--- src/rtl/icache_fill_ctrl_pkg.sv ---
// icache_fill_ctrl_pkg: shared I-cache geometry and refill sequencer states.
package icache_fill_ctrl_pkg;
    localparam int ICACHE_WAYS            = 2;
    localparam int ICACHE_LINES           = 64;
    localparam int ICACHE_WORDS           = 4;
    localparam int ICACHE_LINE_ADDR_W     = $clog2(ICACHE_LINES);
    localparam int ICACHE_SUB_LINE_ADDR_W = $clog2(ICACHE_WORDS);
    typedef enum logic [2:0] {IDLE, REQ, FILL, UPDATE, FLUSH} fill_state_t;
endpackage

--- src/rtl/icache_fill_ctrl_way_rr_sel.sv ---
// icache_fill_ctrl_way_rr_sel: round-robin one-hot victim way pointer.
module icache_fill_ctrl_way_rr_sel #(
    parameter int WAYS = 2
) (
    input  logic            clk,
    input  logic            rst_n,
    input  logic            adv,
    input  logic            clr,
    output logic [WAYS-1:0] way
);
    logic [WAYS-1:0] ptr_q, ptr_d;
    always_comb ptr_d = clr ? WAYS'(1) : adv ? {ptr_q[WAYS-2:0], ptr_q[WAYS-1]} : ptr_q;
    always_ff @(posedge clk or negedge rst_n)
        if (!rst_n) ptr_q <= WAYS'(1);
        else ptr_q <= ptr_d;
    assign way = ptr_q;
endmodule

--- src/rtl/icache_fill_ctrl.sv ---
// icache_fill_ctrl: I-cache miss refill sequencer (round-robin victim, in-order burst, critical-word forward).
// Define ICACHE_FLUSH_EN to add the FENCE.I tag-invalidate walk.
module icache_fill_ctrl
    import icache_fill_ctrl_pkg::*;
#(
    parameter  int WAYS   = ICACHE_WAYS,
    parameter  int LINES  = ICACHE_LINES,
    parameter  int WORDS  = ICACHE_WORDS,
    localparam int LINE_W = $clog2(LINES),
    localparam int SUB_W  = $clog2(WORDS)
) (
    input  logic                    clk,
    input  logic                    rst_n,
    input  logic                    miss,
    input  logic [31:0]             miss_addr,
    output logic                    fill_busy,
    output logic                    mem_req,
    output logic [31:0]             mem_addr,
    input  logic                    mem_ack,
    input  logic                    mem_rvalid,
    input  logic [31:0]             mem_rdata,
    output logic                    data_we,
    output logic [WAYS-1:0]         data_way,
    output logic [LINE_W+SUB_W-1:0] data_addr,
    output logic [31:0]             data_wdata,
    output logic                    tag_update,
    output logic [WAYS-1:0]         tag_update_way,
    output logic [31:0]             fill_addr,
    output logic                    fwd_valid,
    output logic [31:0]             fwd_data,
    input  logic                    flush_req,
    output logic                    flush_done
);
    fill_state_t             state_q, state_d;
    logic [31:0]             fill_addr_q, fill_addr_d, mem_addr_q, mem_addr_d;
    logic [31:0]             data_wdata_q, data_wdata_d, fwd_data_q, fwd_data_d;
    logic [LINE_W+SUB_W-1:0] data_addr_q, data_addr_d;
    logic [WAYS-1:0]         data_way_q, data_way_d, tag_update_way_q, tag_update_way_d, victim;
    logic [SUB_W:0]          cnt_q, cnt_d;
    logic                    fill_busy_q, fill_busy_d, mem_req_q, mem_req_d, data_we_q, data_we_d;
    logic                    tag_update_q, tag_update_d, fwd_valid_q, fwd_valid_d;
    logic                    flush_done_q, flush_done_d;
    logic [LINE_W-1:0]       line;
    logic                    crit, flush_go, flush_clr;

    assign line = fill_addr_q[SUB_W+2 +: LINE_W];
    assign crit = cnt_q[SUB_W-1:0] == fill_addr_q[SUB_W+1:2];

`ifdef ICACHE_FLUSH_EN
    logic flush_pend_q, flush_pend_d;
    assign flush_go  = flush_req | flush_pend_q;
    assign flush_clr = state_q == FLUSH;
`else
    logic unused_flush_req;
    assign unused_flush_req = flush_req;
    assign flush_go         = 1'b0;
    assign flush_clr        = 1'b0;
`endif

    icache_fill_ctrl_way_rr_sel #(.WAYS(WAYS)) u_way_rr_sel (
        .clk   (clk),
        .rst_n (rst_n),
        .adv   (state_q == UPDATE),
        .clr   (flush_clr),
        .way   (victim)
    );

    always_comb begin
        state_d          = state_q;
        fill_addr_d      = fill_addr_q;
        mem_addr_d       = mem_addr_q;
        data_wdata_d     = data_wdata_q;
        fwd_data_d       = fwd_data_q;
        data_addr_d      = data_addr_q;
        data_way_d       = data_way_q;
        tag_update_way_d = tag_update_way_q;
        cnt_d            = cnt_q;
        fill_busy_d      = fill_busy_q;
        mem_req_d        = 1'b0;
        data_we_d        = 1'b0;
        tag_update_d     = 1'b0;
        fwd_valid_d      = 1'b0;
        flush_done_d     = 1'b0;
`ifdef ICACHE_FLUSH_EN
        flush_pend_d     = flush_pend_q | (flush_req && state_q != IDLE && state_q != FLUSH);
`endif
        case (state_q)
            IDLE: if (flush_go) begin
                state_d          = FLUSH;
                fill_busy_d      = 1'b1;
                tag_update_d     = 1'b1;
                tag_update_way_d = '1;
                fill_addr_d      = '0;
`ifdef ICACHE_FLUSH_EN
                flush_pend_d     = 1'b0;
`endif
            end else if (miss) begin
                state_d     = REQ;
                fill_addr_d = miss_addr;
                fill_busy_d = 1'b1;
                mem_req_d   = 1'b1;
                mem_addr_d  = {miss_addr[31:SUB_W+2], {(SUB_W+2){1'b0}}};
                cnt_d       = '0;
            end
            REQ: begin
                mem_req_d = !mem_ack;
                state_d   = mem_ack ? FILL : REQ;
            end
            // Tag goes out only after the last data write has been presented.
            FILL: if (cnt_q == (SUB_W+1)'(WORDS)) begin
                state_d          = UPDATE;
                tag_update_d     = 1'b1;
                tag_update_way_d = victim;
            end else if (mem_rvalid) begin
                data_we_d    = 1'b1;
                data_way_d   = victim;
                data_addr_d  = {line, cnt_q[SUB_W-1:0]};
                data_wdata_d = mem_rdata;
                fwd_valid_d  = crit;
                fwd_data_d   = crit ? mem_rdata : fwd_data_q;
                cnt_d        = cnt_q + 1'b1;
            end
            UPDATE: begin
                state_d     = IDLE;
                fill_busy_d = 1'b0;
            end
`ifdef ICACHE_FLUSH_EN
            FLUSH: if (line == LINE_W'(LINES-1)) begin
                state_d      = IDLE;
                fill_busy_d  = 1'b0;
                flush_done_d = 1'b1;
            end else begin
                tag_update_d = 1'b1;
                fill_addr_d  = fill_addr_q + (32'd1 << (SUB_W+2));
            end
`endif
            default: state_d = IDLE;
        endcase
    end

    always_ff @(posedge clk or negedge rst_n) begin
        if (!rst_n) begin
            state_q          <= IDLE;
            fill_addr_q      <= '0;
            mem_addr_q       <= '0;
            data_wdata_q     <= '0;
            fwd_data_q       <= '0;
            data_addr_q      <= '0;
            data_way_q       <= '0;
            tag_update_way_q <= '0;
            cnt_q            <= '0;
            fill_busy_q      <= 1'b0;
            mem_req_q        <= 1'b0;
            data_we_q        <= 1'b0;
            tag_update_q     <= 1'b0;
            fwd_valid_q      <= 1'b0;
            flush_done_q     <= 1'b0;
`ifdef ICACHE_FLUSH_EN
            flush_pend_q     <= 1'b0;
`endif
        end else begin
            state_q          <= state_d;
            fill_addr_q      <= fill_addr_d;
            mem_addr_q       <= mem_addr_d;
            data_wdata_q     <= data_wdata_d;
            fwd_data_q       <= fwd_data_d;
            data_addr_q      <= data_addr_d;
            data_way_q       <= data_way_d;
            tag_update_way_q <= tag_update_way_d;
            cnt_q            <= cnt_d;
            fill_busy_q      <= fill_busy_d;
            mem_req_q        <= mem_req_d;
            data_we_q        <= data_we_d;
            tag_update_q     <= tag_update_d;
            fwd_valid_q      <= fwd_valid_d;
            flush_done_q     <= flush_done_d;
`ifdef ICACHE_FLUSH_EN
            flush_pend_q     <= flush_pend_d;
`endif
        end
    end

    assign fill_busy      = fill_busy_q;
    assign mem_req        = mem_req_q;
    assign mem_addr       = mem_addr_q;
    assign data_we        = data_we_q;
    assign data_way       = data_way_q;
    assign data_addr      = data_addr_q;
    assign data_wdata     = data_wdata_q;
    assign tag_update     = tag_update_q;
    assign tag_update_way = tag_update_way_q;
    assign fill_addr      = fill_addr_q;
    assign fwd_valid      = fwd_valid_q;
    assign fwd_data       = fwd_data_q;
    assign flush_done     = flush_done_q;
endmodule
--- config.mk ---
export PLATFORM = sky130hd
export DESIGN_NAME = icache_fill_ctrl
export DESIGN_NICKNAME = d
export VERILOG_FILES = /design/src/rtl/icache_fill_ctrl_pkg.sv /design/src/rtl/icache_fill_ctrl_way_rr_sel.sv /design/src/rtl/icache_fill_ctrl.sv
export SDC_FILE = /design/constraint.sdc
export NUM_CORES = 1
export LEC_CHECK = 0
export BUFFER_PORTS_ARGS = -buffer_cell sky130_fd_sc_hd__buf_2
export CORE_MARGIN = 4
export CORE_UTILIZATION = 35
export CTS_CLUSTER_DIAMETER = 80
export DETAILED_ROUTE_END_ITERATION = 10
export PLACE_DENSITY = 0.75
export SETUP_SLACK_MARGIN = 0.4
export SYNTH_ARGS = -nofsm -noshare
export SYNTH_HDL_FRONTEND = slang
export SYNTH_SLANG_ARGS = --single-unit
--- constraint.sdc ---
create_clock -name clk -period 1.71 [get_ports clk]
set_input_delay 0.342 -clock clk [delete_from_list [all_inputs] [get_ports clk]]
set_output_delay 0.342 -clock clk [all_outputs]
set_load 0.02 [all_outputs]
==> out/metrics.cfg, run 1 <==
[global_route]
antenna_found_initial = 0
grt_pass1_wl_mm = 19.52
overflow = 0
grt_max_degree = 50
grt_use_total_pct = 15.60
grt_pass1_vias = 3795

[sta]
fin_crit_ns = 1.620
clock_skew_ns = 0.008804
timing.final.crit_share_pct = 94.71
drv_slew = 0
rsz0062_at_grt = yes
max_freq_mhz = 617.5
final.setup.tns_ns = 0
hold_viol = 0
whs_ns = 0.1225
setup_violations = 0

[drt]
finalWirelength_mm = 12.68
wl_per_cell_um = 16.88
drtIter0Drc = 138
drc_errors = 0
vias = 3401
routed_via_density = 4.529
first_pass_iters = 4
drtAntennaViolNets = 0

[synthesis]
synth_top_family_by_area = multiplexers
synth_ff_type = dfrtp_1
synth_top_area_share_pct = 61.20
synth_fa_ha_area_share_pct = 0.5143
avgSynthCellArea_um2 = 15.45
async_flop_share_pct = 100.0
synth_xor_area_share_pct = 0.3600
synthDistinctLibCells = 29
synthTopCellsByArea = dfrtp_1, mux2_2, mux2_1, buf_4, buf_6
syn_inst = 315
ys_ff_latch = 120
ys_top_cells_by_count = dfrtp_1, mux2_2, buf_4
synthSimpleGateAreaFrac_pct = 1.954
synth-edff-count = 0
synth.most_common_cell = dfrtp_1
netlist_area_um2 = 4866
synth-compound-area-share_pct = 1.569
yosys_warnings = 0
synthMuxAreaShare_pct = 26.10
yosysTopAreaCell = dfrtp_1
yosysSeqAreaShare_pct = 61.74

[placement]
port_buffers = 209
dp_hpwl_mm = 8.002
placedCellCount = 670
place_congestion = 0.7678

[cts]
numCtsBuffers = 17
cts_buffer_depth = 2
cts_tree = built
numClockSinks = 120
clk_pin_slew_ns = 0.05
cts_max_level = 4
clk_latency_ns = 0.41
clockRootBuffer = clkbuf_16

[worst_setup_path]
crit_path_start_kind = flop
critical_path_required_ns = 1.99
worst_ep_arrival_time_ns = 1.90
endpoint_kind = flop
slowest_stage = dfrtp_1
worstPathMaxFanout = 39
crit_chain = inv_2 > ha_4 > a21boi_4 > nand2_2 > buf_12 > mux2_1
crit_type = flop to flop
cp_num_buf_inv = 2
cpPeakStageDelay_ns = 0.39
critPathTopFamily = flip-flops

[final_layout]
nNetsFinal = 634
diodes = 0
area_delta_synth_final_pct = 63.82
n_fill_cell = 1003
drive_gt1_share_pct = 68.35
fin_cells = 751

[floorplan]
die-area_um2 = 15850
dieWidth_um = 125.9
io_pins = 216
start_util_pct = 36.17
core_um2 = 13450
die_h_um = 125.9
placementRows = 42

[min_path]
holdCritPathClass = input pin to flop

[power]
peakVddDrop_mv = 0.9955
p_leak_nw = 3.998
power_density_nw_per_um2 = 2253

[outcome]
status = completed

[job]
max_cap_violations = 0

## worst reg2reg max path, cell delays in order (launching register included)
cell	delay, ns
dfrtp_1	0.39
inv_2	0.06
ha_4	0.17
a21boi_4	0.20
nand2_2	0.11
buf_12	0.21
mux2_1	0.36
## cells by family (layout without fill, tap and decap cells)
group           after synthesis  after routing
compound gates               10             10
xor+xnor                      2              2
fa+ha+maj                     2              2
buf+inv                      53            309
flops                       120            120
mux                         113            113
other cells                   1              5
simple gates                 14             14
## layer usage
layer  routed length (um)  vias up  global-route usage, %
met1                 4802     1704                  17.48
met2                 6825      127                  27.23
li1                     -     1550                      -
met4                  225        0                  6.120
met5                    0        -                      0
met3                  826       20                  5.461
## where the power goes
group          total, mW  internal, mW  switching, mW
clock               3.60          2.36           1.24
combinational       9.12          5.11           4.01
sequential          5.24          4.15           1.09
total               18.0          11.6           6.34
## final timing paths
kind / start / to / slack [ns] / cells after the start
setup reg to reg: cnt_q[0]$_DFFE_PN0P_ / data_wdata[20]$_DFFE_PN0P_ / 0.09 / 6
min in group asynchronous: rst_n / fill_addr[19]$_DFFE_PN0P_ / 0.39 / 2
setup / recovery: cnt_q[0]$_DFFE_PN0P_ / data_wdata[20]$_DFFE_PN0P_ / 0.09 / 6
hold / removal: mem_ack / state_q[0]$_DFFE_PN0P_ / 0.12 / 2
max in group asynchronous: rst_n / fill_addr[6]$_DFFE_PN0P_ / 0.70 / 3
hold reg to reg: fwd_data[13]$_DFFE_PN0P_ / fwd_data[13]$_DFFE_PN0P_ / 0.48 / 1
## state kept, by name (all words and copies together) (netlist names), 2 cells and up
register,cells
u_way_rr_sel.way,2
tag_update_way,2
fill_addr,31
data_wdata,32
fwd_data,32
state_q,2
cnt_q,3
data_addr,8
data_way,2
## per-stage QoR
step	util (%)	instance area [um^2]	power, mW	worst slack (ns)
6_report	59.25	7971	17.96	0.09047
5_1_grt	59.25	7971	18.80	0.03156
4_1_cts	56.73	7632	17.25	0.09470
3_5_place_dp	45.30	6095	11.44	0.03281
3_3_place_gp	45.30	6095	11.23	0.1011
2_1_floorplan	-	5044	9.610	0.08974
## cell usage in the layout (no fill, tap or decap), drive strengths merged
cell type    Yosys  layout
and2b            1       1
buf             45     268
nand2b           2       2
clkinv           0       6
clkbuf           1      21
a22o             2       2
o22ai            2       2
and4b            1       1
nor2             3       3
conb             1       5
a31oi            1       1
xnor2            2       2
clkinvlp         0       3
ha               2       2
nand2            3       3
a211o            1       1
a21boi           1       1
nand3            1       1
dfrtp          119     119
mux2           111     111
nor2b            2       2
o21bai           2       2
inv              7       7
dlygate4sd3      0       1
a21oi            1       1
dfstp            1       1
nand4            1       1
mux2i            2       2
bufinv           0       3
## repair_timing
action,in CTS,in global routing
pin swaps,1,0
buffers inserted,29,15
hold buffers,1,0
resized for setup,193,71
setup endpoints to repair,204,230
endpoints found under the hold margin,24,0
gates cloned,3,1
## final cells by class
cell class	count	area, um^2	share of cell area, %
sequential	120	3007	37.72
timing repair buffer	270	2431	30.50
multi-input combinational	146	1680	21.08
clock buffer	20	456.7	5.729
tap	176	220.2	2.763
clock inverter	12	150.1	1.884
inverter	7	26.28	0.3296
Power figures use the tool's default switching activity.
==> run 2, diff against run 1 <==
Settings changed: CORE_UTILIZATION 35 to 28, PLACE_DENSITY 0.75 to 0.64.
Clock period 1.71 ns to 1.47 ns, I/O delays scaled along.
==> run 2 against run 1 <==
Effect of this change: the run now ends with setup timing left; count of clock-buffer cells in the layout rose by 3; non-clock buffer count rose by 16; core utilization fell by 9.3 points; routed wire length rose by 7.4%; sequential power rose by 17%; sequential share of layout area fell by 1.9 points; setup slack got worse by 0.24 ns; final area rose by 5.3%; total power rose by 21%; first-iteration DRC count fell by 64%; sequential cell count did not move; cell count rose by 7.9%; largest cell class unchanged; largest power group unchanged.
==> out/metrics.cfg, run 2 (same netlist as run 1, synthesis figures left out) <==
[placement]
port_buffers = 209  ; unchanged
dp_hpwl_mm = 8.653  ; was 8.002 mm
place_congestion = 0.7884  ; was 0.7678
placedCellCount = 725  ; was 670

[job]
max_cap_violations = 0  ; unchanged

[worst_setup_path]
worst_ep_arrival_time_ns = 1.92  ; was 1.90 ns
worstPathMaxFanout = 3  ; was 39
crit_path_start_kind = flop  ; unchanged
cpPeakStageDelay_ns = 0.37  ; was 0.39 ns
crit_type = flop to flop  ; unchanged
crit_chain = inv_2 > ha_4 > a21boi_4 > buf_4 > buf_6 > mux2_4 > a22o_1  ; was inv_2 > ha_4 > a21boi_4 > nand2_2 > buf_12 > mux2_1
endpoint_kind = flop  ; unchanged
critical_path_required_ns = 1.77  ; was 1.99 ns
slowest_stage = dfrtp_1  ; unchanged

[floorplan]
io_pins = 216  ; unchanged
core_um2 = 16820  ; was 13450 um^2
placementRows = 47  ; was 42
start_util_pct = 28.93  ; was 36.17%
dieWidth_um = 139.8  ; was 125.9 um
die_h_um = 139.8  ; was 125.9 um
die-area_um2 = 19550  ; was 15850 um^2

[global_route]
grt_pass1_wl_mm = 20.93  ; was 19.52 mm
overflow = 0  ; unchanged
antenna_found_initial = 0  ; unchanged
grt_pass1_vias = 3888  ; was 3795
grt_max_degree = 66  ; was 50
grt_use_total_pct = 13.73  ; was 15.60%

[power]
p_leak_nw = 4.206  ; was 3.998 nW
p_int_mw = 14.16  ; was 11.62 mW
power_density_nw_per_um2 = 2589  ; was 2253 nW/um^2
p_clk_share_pct = 18.8  ; was 20.1%
p_comb_share_pct = 53.0  ; was 50.8%
seq_power_share_pct = 28.2  ; was 29.2%
swShare_pct = 34.87  ; was 35.31%
p_switching_mw = 7.579  ; was 6.342 mW
peakVddDrop_mv = 1.148  ; was 0.9955 mV

[cts]
cts_buffer_depth = 2  ; unchanged
clk_pin_slew_ns = 0.06  ; was 0.05 ns
cts_tree = built  ; unchanged
numCtsBuffers = 17  ; unchanged
clk_latency_ns = 0.41  ; about the same
cts_max_level = 4  ; unchanged
numClockSinks = 120  ; unchanged
clockRootBuffer = clkbuf_16  ; unchanged

[outcome]
violations = setup timing
status = finished, violations left  ; was completed

[final_layout]
multi_input_area_um2 = 1744  ; was 1680 um^2
layout_common_cells = buf_6, dfrtp_1, buf_2  ; unchanged
final_common_cell = buf_6  ; unchanged
fin_cells = 810  ; was 751
n_fill_cell = 1429  ; was 1003
layout.area.seq_um2 = 3007  ; unchanged
nNetsFinal = 650  ; was 634
area_delta_synth_final_pct = 72.56  ; was 63.82%
drive_gt1_share_pct = 71.02  ; was 68.35%
diodes = 0  ; unchanged

[drt]
drc_errors = 0  ; unchanged
drtIter0Drc = 50  ; was 138
drtAntennaViolNets = 0  ; unchanged
finalWirelength_mm = 13.62  ; was 12.68 mm
vias = 3489  ; was 3401
wl_per_cell_um = 16.82  ; was 16.88 um
routed_via_density = 4.307  ; was 4.529
first_pass_iters = 4  ; unchanged

[sta]
hold_viol = 0  ; unchanged
drv_slew = 0  ; unchanged
max_freq_mhz = 617.0  ; was 617.5 MHz
fin_crit_ns = 1.621  ; was 1.620 ns
timing.final.crit_share_pct = 110.3  ; was 94.71%
whs_ns = 0.07826  ; was 0.1225 ns
rsz0062_at_grt = yes  ; unchanged
clock_skew_ns = 0.01155  ; was 0.008804 ns
setup_violations = 98  ; was 0
setup_ws_ns = -0.1507  ; was 0.09047 ns

[min_path]
holdCritPathClass = input pin to flop  ; unchanged

## run 2: changes by cell type in the layout (fill, tap and decap cells not counted), sizes merged
cell      change
clkinv        -2
buf          +16
clkinvlp      -1
clkbuf        +3
bufinv        -1
## run 2: power groups by stage
stage	clock network (mW)	registers (mW)	logic (mW)
2_1_floorplan	0	7.49	3.71
6_report	4.09	6.14	11.5
3_5_place_dp	0	5.75	7.78
4_1_cts	4.20	6.11	11.1
5_1_grt	4.36	6.34	12.0
3_3_place_gp	0	5.65	7.66
## run 2: routing by layer
metal | track usage (%) | share of wire [%] | up-vias
met2 | 24.46 | 53 | 128
met1 | 15.37 | 40 | 1751
met4 | 5.150 | 1.9 | 0
met3 | 4.288 | 5.7 | 23
li1 | - | - | 1587
met5 | 0 | 0 | -
## run 2: worst max-delay path, delay by kind of cell, from the launching register on
| family | cells | cell delay (ns) |
|---|---|---|
| buf+inv | 3 | 0.30 |
| mux | 1 | 0.29 |
| flops | 1 | 0.37 |
| fa+ha+maj | 1 | 0.16 |
| compound gates | 2 | 0.39 |
## run 2: path summary, 6_finish.rpt
kind	startpoint	endpoint	slack [ns]	cells past startpoint
worst max-delay path	cnt_q[0]$_DFFE_PN0P_	cnt_q[0]$_DFFE_PN0P_	-0.15	7
worst min-delay path	mem_ack	state_q[0]$_DFFE_PN0P_	0.08	2
worst max register to register	cnt_q[0]$_DFFE_PN0P_	cnt_q[0]$_DFFE_PN0P_	-0.15	7
worst min register to register	fwd_data[7]$_DFFE_PN0P_	fwd_data[7]$_DFFE_PN0P_	0.51	1
max in group asynchronous	rst_n	u_way_rr_sel.way[0]$_DFFE_PN1P_	0.65	3
min in group asynchronous	rst_n	data_wdata[25]$_DFFE_PN0P_	0.46	3
## run 2: cell type report
class	instances	area share, %
clock buffer	23	5.811
inverter	7	0.3129
sequential	120	35.81
multi-input combinational	146	20.77
tap	220	3.278
timing repair buffer	286	32.89
clock inverter	8	1.132
## run 2: metrics by stage
stage | utilization, % | setup WS (ns) | total power [mW] | setup TNS (ns) | cell area, um^2
floorplan | - | -0.1503 | 11.20 | -8.186 | 5051
global placement | 37.10 | -0.1380 | 13.31 | -7.328 | 6240
detailed placement | 37.10 | -0.1800 | 13.54 | -9.796 | 6240
CTS | 48.67 | -0.1245 | 21.41 | -8.933 | 8185
global route | 49.93 | -0.2016 | 22.75 | -15.06 | 8397
finish | 49.93 | -0.1507 | 21.74 | -8.923 | 8397
## run 2: what timing repair did
action	in CTS	in global routing
cloned	5	1
hold buffers	1	0
endpoints found under the setup margin	258	260
buffers inserted	31	16
gates resized for setup	310	20
pin swaps	2	2
hold endpoints to repair	119	0
